**src/rtl/track_map_arbiter.sv**
```systemverilog
// track_map_arbiter
// Arbitrates the single-port track-map BRAM between the pixel renderer and the
// two kart-physics surface lookups (player = index 0, opponent = index 1).
//
// Handshake: a physics requester raises phys_req_in[i] with its address on
// phys_addr_in and holds both stable until it sees phys_gnt_out[i]. The grant
// is registered, so it shows in the cycle after the request was sampled. The
// request level seen during that grant cycle belongs to the transaction just
// granted and is ignored. From the following cycle the requester may drop req
// or present a new address. Render reads need no handshake: every cycle with
// render_req_in high is served. Each read returns exactly one valid pulse,
// RD_LATENCY+2 cycles after its request cycle.
module track_map_arbiter #(
  parameter int ADDR_W       = 16,
  parameter int DATA_W       = 4,
  parameter int RD_LATENCY   = 2,
  parameter int STARVE_LIMIT = 1024
) (
  input  logic                  clk_in,
  input  logic                  rst_in,
  input  logic                  render_req_in,
  input  logic [ADDR_W-1:0]     render_addr_in,
  output logic [DATA_W-1:0]     render_data_out,
  output logic                  render_valid_out,
  input  logic [1:0]            phys_req_in,
  input  logic [2*ADDR_W-1:0]   phys_addr_in,
  output logic [1:0]            phys_gnt_out,
  output logic [DATA_W-1:0]     phys_data_out,
  output logic [1:0]            phys_valid_out,
  output logic [ADDR_W-1:0]     bram_addr_out,
  input  logic [DATA_W-1:0]     bram_data_in,
  output logic                  starve_out
);

  localparam int TAG_D = RD_LATENCY + 1;
  localparam int CNT_W = $clog2(STARVE_LIMIT + 1);
  localparam logic [CNT_W-1:0] CNT_MAX = CNT_W'(STARVE_LIMIT);

  typedef enum logic [1:0] {
    SRC_RENDER = 2'd0,
    SRC_PLAYER = 2'd1,
    SRC_OPP    = 2'd2
  } src_e;

  // Round-robin pointer: 0 prefers player, 1 prefers opponent.
  logic              ptr;
  logic              ptr_next;
  logic              pick;
  logic [1:0]        req_eff;
  logic              slot_valid;
  src_e              slot_src;
  logic [ADDR_W-1:0] slot_addr;
  logic [1:0]        gnt_next;

  // Tag pipeline that travels alongside each BRAM read.
  logic [TAG_D-1:0]  tag_v;
  src_e              tag_src [TAG_D];

  // Per-requester wait counters.
  logic [CNT_W-1:0]  wait_cnt [2];
  logic [CNT_W-1:0]  wait_nxt [2];
  logic              starve_hit;

  // Slot selection: render first, then round-robin among eligible physics requests.
  always_comb begin
    req_eff    = phys_req_in & ~phys_gnt_out;
    slot_valid = 1'b0;
    slot_src   = SRC_RENDER;
    slot_addr  = bram_addr_out;
    gnt_next   = 2'b00;
    ptr_next   = ptr;
    pick       = 1'b0;
    if (render_req_in) begin
      slot_valid = 1'b1;
      slot_addr  = render_addr_in;
    end else if (|req_eff) begin
      if (req_eff == 2'b11) pick = ptr;
      else                  pick = req_eff[1];
      slot_valid = 1'b1;
      gnt_next   = pick ? 2'b10 : 2'b01;
      slot_src   = pick ? SRC_OPP : SRC_PLAYER;
      slot_addr  = pick ? phys_addr_in[2*ADDR_W-1:ADDR_W] : phys_addr_in[ADDR_W-1:0];
      ptr_next   = ~pick;
    end
  end

  // Wait-counter update: clear on grant, saturating count while waiting.
  always_comb begin
    starve_hit = 1'b0;
    for (int i = 0; i < 2; i++) begin
      wait_nxt[i] = wait_cnt[i];
      if (gnt_next[i]) begin
        wait_nxt[i] = '0;
      end else if (req_eff[i] && (wait_cnt[i] != CNT_MAX)) begin
        wait_nxt[i] = wait_cnt[i] + 1'b1;
      end
      if (wait_nxt[i] == CNT_MAX) starve_hit = 1'b1;
    end
  end

  // Decision registers: BRAM address, grant pulse, pointer, starvation state.
  always_ff @(posedge clk_in or negedge rst_in) begin
    if (!rst_in) begin
      bram_addr_out <= '0;
      phys_gnt_out  <= 2'b00;
      ptr           <= 1'b0;
      starve_out    <= 1'b0;
      wait_cnt[0]   <= '0;
      wait_cnt[1]   <= '0;
    end else begin
      if (slot_valid) bram_addr_out <= slot_addr;
      phys_gnt_out <= gnt_next;
      ptr          <= ptr_next;
      wait_cnt[0]  <= wait_nxt[0];
      wait_cnt[1]  <= wait_nxt[1];
      if (starve_hit) starve_out <= 1'b1;
    end
  end

  // Tag shift register: stage 0 aligns with bram_addr_out, last stage with bram_data_in.
  always_ff @(posedge clk_in or negedge rst_in) begin
    if (!rst_in) begin
      tag_v <= '0;
      for (int i = 0; i < TAG_D; i++) tag_src[i] <= SRC_RENDER;
    end else begin
      tag_v[0]   <= slot_valid;
      tag_src[0] <= slot_src;
      for (int i = 1; i < TAG_D; i++) begin
        tag_v[i]   <= tag_v[i-1];
        tag_src[i] <= tag_src[i-1];
      end
    end
  end

  // Return stage: steer BRAM data to its owner with a single-cycle valid; data holds otherwise.
  always_ff @(posedge clk_in or negedge rst_in) begin
    if (!rst_in) begin
      render_data_out  <= '0;
      render_valid_out <= 1'b0;
      phys_data_out    <= '0;
      phys_valid_out   <= 2'b00;
    end else begin
      render_valid_out <= 1'b0;
      phys_valid_out   <= 2'b00;
      if (tag_v[TAG_D-1]) begin
        if (tag_src[TAG_D-1] == SRC_RENDER) begin
          render_valid_out <= 1'b1;
          render_data_out  <= bram_data_in;
        end else begin
          phys_valid_out <= (tag_src[TAG_D-1] == SRC_OPP) ? 2'b10 : 2'b01;
          phys_data_out  <= bram_data_in;
        end
      end
    end
  end

endmodule
```
**config.mk**
```make
export PLATFORM = sky130hd
export DESIGN_NAME = track_map_arbiter
export DESIGN_NICKNAME = d
export VERILOG_FILES = /design/src/rtl/track_map_arbiter.sv
export SDC_FILE = /design/constraint.sdc
export NUM_CORES = 1
export LEC_CHECK = 0
export ABC_AREA = 1
export ABC_CLOCK_PERIOD_IN_PS = 2900
export CORE_MARGIN = 2
export CORE_UTILIZATION = 52
export DETAILED_ROUTE_END_ITERATION = 12
export PLACE_DENSITY = 0.85
export SKIP_LAST_GASP = 1
export SLEW_MARGIN = 15
export SYNTH_ARGS = -nofsm -noshare
export SYNTH_HDL_FRONTEND = slang
export SYNTH_SLANG_ARGS = --single-unit
```
**constraint.sdc**
```tcl
create_clock -name clk_in -period 2.9 [get_ports clk_in]
set_input_delay 0.29 -clock clk_in [delete_from_list [all_inputs] [get_ports clk_in]]
set_output_delay 0.29 -clock clk_in [all_outputs]
set_load 0.01 [all_outputs]
```
==> out/qor.log <==
qor: drt.totalWireLength 7.91 mm
qor: floorplan.core_area 5990 um^2
qor: timing.max_slew.worst_pin.slew 737 ps
qor: final_layout.layout.filler_cells 427
qor: status.status completed
qor: timing.clock.fmax 534 MHz
qor: worst_setup_path.worst_path_max_delay_cell sky130_fd_sc_hd__dfrtp_1
qor: timing.final_period_minus_worst_setup_slack 1870 ps
qor: grt.grt_pass1_vias 3018
qor: worst_setup_path.worst-r2r-cell-count 11
qor: worst_setup_path.ordered_cell_list_for_the_critical_path inv_1, nand2_4, nand2_2, inv_2, nor2_4, nand2_2, nand3_1, nand2_1, nor2_1, nand3_1, nand3_1
qor: grt.grt_start_max_net_pins 35
qor: synthesis.synthFlopType sky130_fd_sc_hd__dfrtp_1
qor: drt.antenna_violating_nets_post_route 0
qor: clocking.post_cts.resized_instances 0
qor: floorplan.initial_utilization 0.542
qor: worst_setup_path.path_common_cell sky130_fd_sc_hd__nand3_1
qor: placed_design.place.detailed.hpwl 6.06 mm
qor: power_and_ir_drop.max_vdd_drop 0.387 mV
qor: clocking.insertion_delay 340 ps
qor: worst_setup_path.crit_start_category flop
qor: clocking.max-clock-path-buffers 2
qor: timing.total_count_of_hold_check_failures_in_the_final_report 0
qor: final_layout.final_nets 572
qor: min_path.min_path_type input pin to asynchronous set/reset pin
qor: timing.timing.slew.headroom 0.508
qor: grt.grt_antenna_before_repair 0
qor: drt.route.detailed.drc 0
qor: grt.grt_pass1_wl 13.5 mm
qor: worst_setup_path.critical_path_required 3110 ps
qor: placed_design.port-buffer-count 86
qor: timing.worst_setup_skew_after_layout 13.7 ps
qor: worst_setup_path.rr_startpoint tag_src[5]
qor: floorplan.boundaryPins 87
qor: final_layout.multi_input_comb_area 1420 um^2
qor: timing.grt_setup_unrepaired no
qor: clocking.numClockSinks 60
qor: worst_setup_path.critical-path-max-stage-delay 390 ps
qor: floorplan.die_y 83.0 um
qor: timing.report.final.slew_viol_count 0
qor: worst_setup_path.crit_path_max_fanout 18
qor: drt.post_drt_wl_per_cell 13.4 um
qor: synthesis.synth_seq_cells 60
qor: drt.drt-vias-per-instance 5.26
qor: floorplan.fp-row-count 28
qor: worst_setup_path.crit-reg2reg-capture starve_out
qor: timing.setup_viol 0
qor: synthesis.syn-mean-instance-area 7.68 um^2
qor: final_layout.area_growth_from_synthesis_to_layout 34.1%
qor: clocking.worst_setup_hold_path_clk_slew 70 ps
qor: final_layout.seq_area 1500 um^2
qor: timing.timing.final.crit_share 0.646
qor: clocking.post-cts-setup-buffer-count 0
qor: synthesis.asyncSetResetFlopFracSynth 1.00
qor: synthesis.synth.cell_area 3250 um^2
qor: floorplan.die_x 83.0 um
qor: synthesis.synth.distinct_cells 32
qor: final_layout.finalCoreUtilization 0.727
qor: grt.global_route.overflow_total 0
qor: clocking.cts_buffers 9
qor: synthesis.postSynthCellCount 423
qor: final_layout.post_route_cells_drive_above_1_share 0.0853
qor: worst_setup_path.critPathTopFamily simple AND/OR/NAND/NOR gates
qor: synthesis.ys_warn_count 0
qor: final_layout.diodes 0
qor: synthesis.yosysSeqAreaShare 0.462
qor: drt.detail_route.iter0.violations 247
qor: worst_setup_path.timing.critical_path.to_type flop
qor: run.cap_violations 0
qor: worst_setup_path.r2r_slack 1030 ps
qor: timing.tns 0 ps
qor: clocking.cts_root_buf sky130_fd_sc_hd__clkbuf_8
qor: grt.grt_use_total 0.242
qor: clocking.cts_max_level 3
qor: power_and_ir_drop.powerDensity 593 nW/um^2
qor: worst_setup_path.arrival 2080 ps
qor: power_and_ir_drop.power.static_leakage 0.00223 uW
qor: clocking.tritoncts built
qor: drt.vias 3106
qor: floorplan.die_area 6890 um^2
qor: clocking.holdBufCountCts 0
qor: drt.dr.pass1.iters 5
qor: synthesis.synth_fp_nets 484
qor: synthesis.synth_edf_count 0
qor: worst_setup_path.critical_path_cell_count 11
qor: worst_setup_path.criticalPathCategory flop to flop
qor: placed_design.place.gp.congestion 0.929
qor: worst_setup_path.buffering_stage_count_on_the_worst_path_with_inverters_included 2
==> registers in the layout, summed over array words and instances, names as in the netlist, 2 cells and up <==
| name | count |
|---|---|
| phys_data_out | 4 |
| wait_cnt | 22 |
| tag_v | 3 |
| tag_src | 6 |
| phys_valid_out | 2 |
| bram_addr_out | 16 |
| render_data_out | 4 |
==> stage by stage <==
stage | instance area [um^2] | instances | setup slack [ps] | total power (uW) | hold WS (ps)
CTS | 4360 | 591 | 1010 | 2590 | 32.0
finish | 4360 | 591 | 1030 | 2580 | 10.4
global route | 4360 | 591 | 787 | 2740 | 60.5
floorplan | 3250 | 423 | 1380 | 1480 | -5.59
global placement | 4150 | 575 | 813 | 1790 | 335
detailed placement | 4150 | 575 | 721 | 1810 | 336
==> cell usage in the layout (no fill, tap or decap), types with 2 or more instances in the layout <==
cell type / count
sky130_fd_sc_hd__nor2_2: 4
sky130_fd_sc_hd__nand2_2: 6
sky130_fd_sc_hd__nand2_4: 3
sky130_fd_sc_hd__clkinv_4: 3
sky130_fd_sc_hd__o21ai_0: 15
sky130_fd_sc_hd__xor2_1: 6
sky130_fd_sc_hd__nand2_1: 119
sky130_fd_sc_hd__mux2_2: 4
sky130_fd_sc_hd__nor2_1: 37
sky130_fd_sc_hd__nand4_1: 3
sky130_fd_sc_hd__nand3_2: 2
sky130_fd_sc_hd__inv_1: 60
sky130_fd_sc_hd__dfrtp_1: 60
sky130_fd_sc_hd__ha_1: 4
sky130_fd_sc_hd__nor3_1: 5
sky130_fd_sc_hd__nand3_1: 57
sky130_fd_sc_hd__clkbuf_8: 10
sky130_fd_sc_hd__inv_6: 3
sky130_fd_sc_hd__o211ai_1: 16
sky130_fd_sc_hd__buf_4: 3
sky130_fd_sc_hd__clkdlybuf4s50_1: 85
==> cells in the mapped netlist (2+ instances only) <==
library cell,count,share of area
sky130_fd_sc_hd__nor2_1,37,0.043
sky130_fd_sc_hd__buf_6,2,0.0069
sky130_fd_sc_hd__dfrtp_1,60,0.46
sky130_fd_sc_hd__buf_2,2,0.0031
sky130_fd_sc_hd__nand2_1,119,0.14
sky130_fd_sc_hd__mux2_2,4,0.014
sky130_fd_sc_hd__nor3_1,5,0.0077
sky130_fd_sc_hd__nand2_4,3,0.010
sky130_fd_sc_hd__clkbuf_1,4,0.0046
sky130_fd_sc_hd__ha_1,4,0.015
sky130_fd_sc_hd__o211ai_1,16,0.037
sky130_fd_sc_hd__inv_1,60,0.069
sky130_fd_sc_hd__nand2_2,6,0.012
sky130_fd_sc_hd__nand3_1,57,0.088
sky130_fd_sc_hd__o21ai_0,15,0.023
sky130_fd_sc_hd__nand3_2,2,0.0062
sky130_fd_sc_hd__xor2_1,6,0.016
sky130_fd_sc_hd__nor2_2,4,0.0077
sky130_fd_sc_hd__buf_4,2,0.0046
sky130_fd_sc_hd__nand4_1,3,0.0058
==> kinds of logic after synthesis <==
family / Yosys count / share of synthesized area
and+or+nand+nor: 238 / 0.323
buffers and inverters: 76 / 0.0998
DFF: 60 / 0.462
AOI/OAI and AO/OA: 34 / 0.0663
xor gates and xnor gates: 7 / 0.0189
muxes: 4 / 0.0139
adders and majority gates: 4 / 0.0154
==> layout make-up <==
class	instances	share of cell area
multi-input combinational	287	0.326
clock inverter	6	0.0161
tap	75	0.0215
timing repair buffer	89	0.202
clock buffer	10	0.0316
inverter	64	0.0580
sequential	60	0.345
==> how the worst max path moves through the flow <==
| stage | startpoint | end | slack (ps) |
|---|---|---|---|
| 4_1_cts | tag_src[5] | starve_out | 1010 |
| 5_1_grt | tag_src[5] | starve_out | 790 |
| 2_1_floorplan | wait_cnt[0] | starve_out | 1380 |
| 3_3_place_gp | phys_req_in[1] | starve_out | 810 |
| 3_5_place_dp | phys_req_in[1] | starve_out | 720 |
| 6_report | tag_src[5] | starve_out | 1030 |
==> report_power, final <==
| group | internal (uW) | total [uW] | switching, uW | leakage, uW |
|---|---|---|---|---|
| sequential | 958 | 1070 | 108 | 0.000748 |
| combinational | 346 | 744 | 398 | 0.00138 |
| clock | 427 | 774 | 346 | 0.000107 |
==> metal layers <==
metal | vias up | share of wire | track usage
li1 | 1511 | - | -
met1 | 1416 | 0.41 | 0.301
met2 | 158 | 0.48 | 0.394
met3 | 21 | 0.088 | 0.0775
met4 | 0 | 0.022 | 0.0894
met5 | - | 0 | 0
No activity file was read; power rests on OpenSTA's default activity.
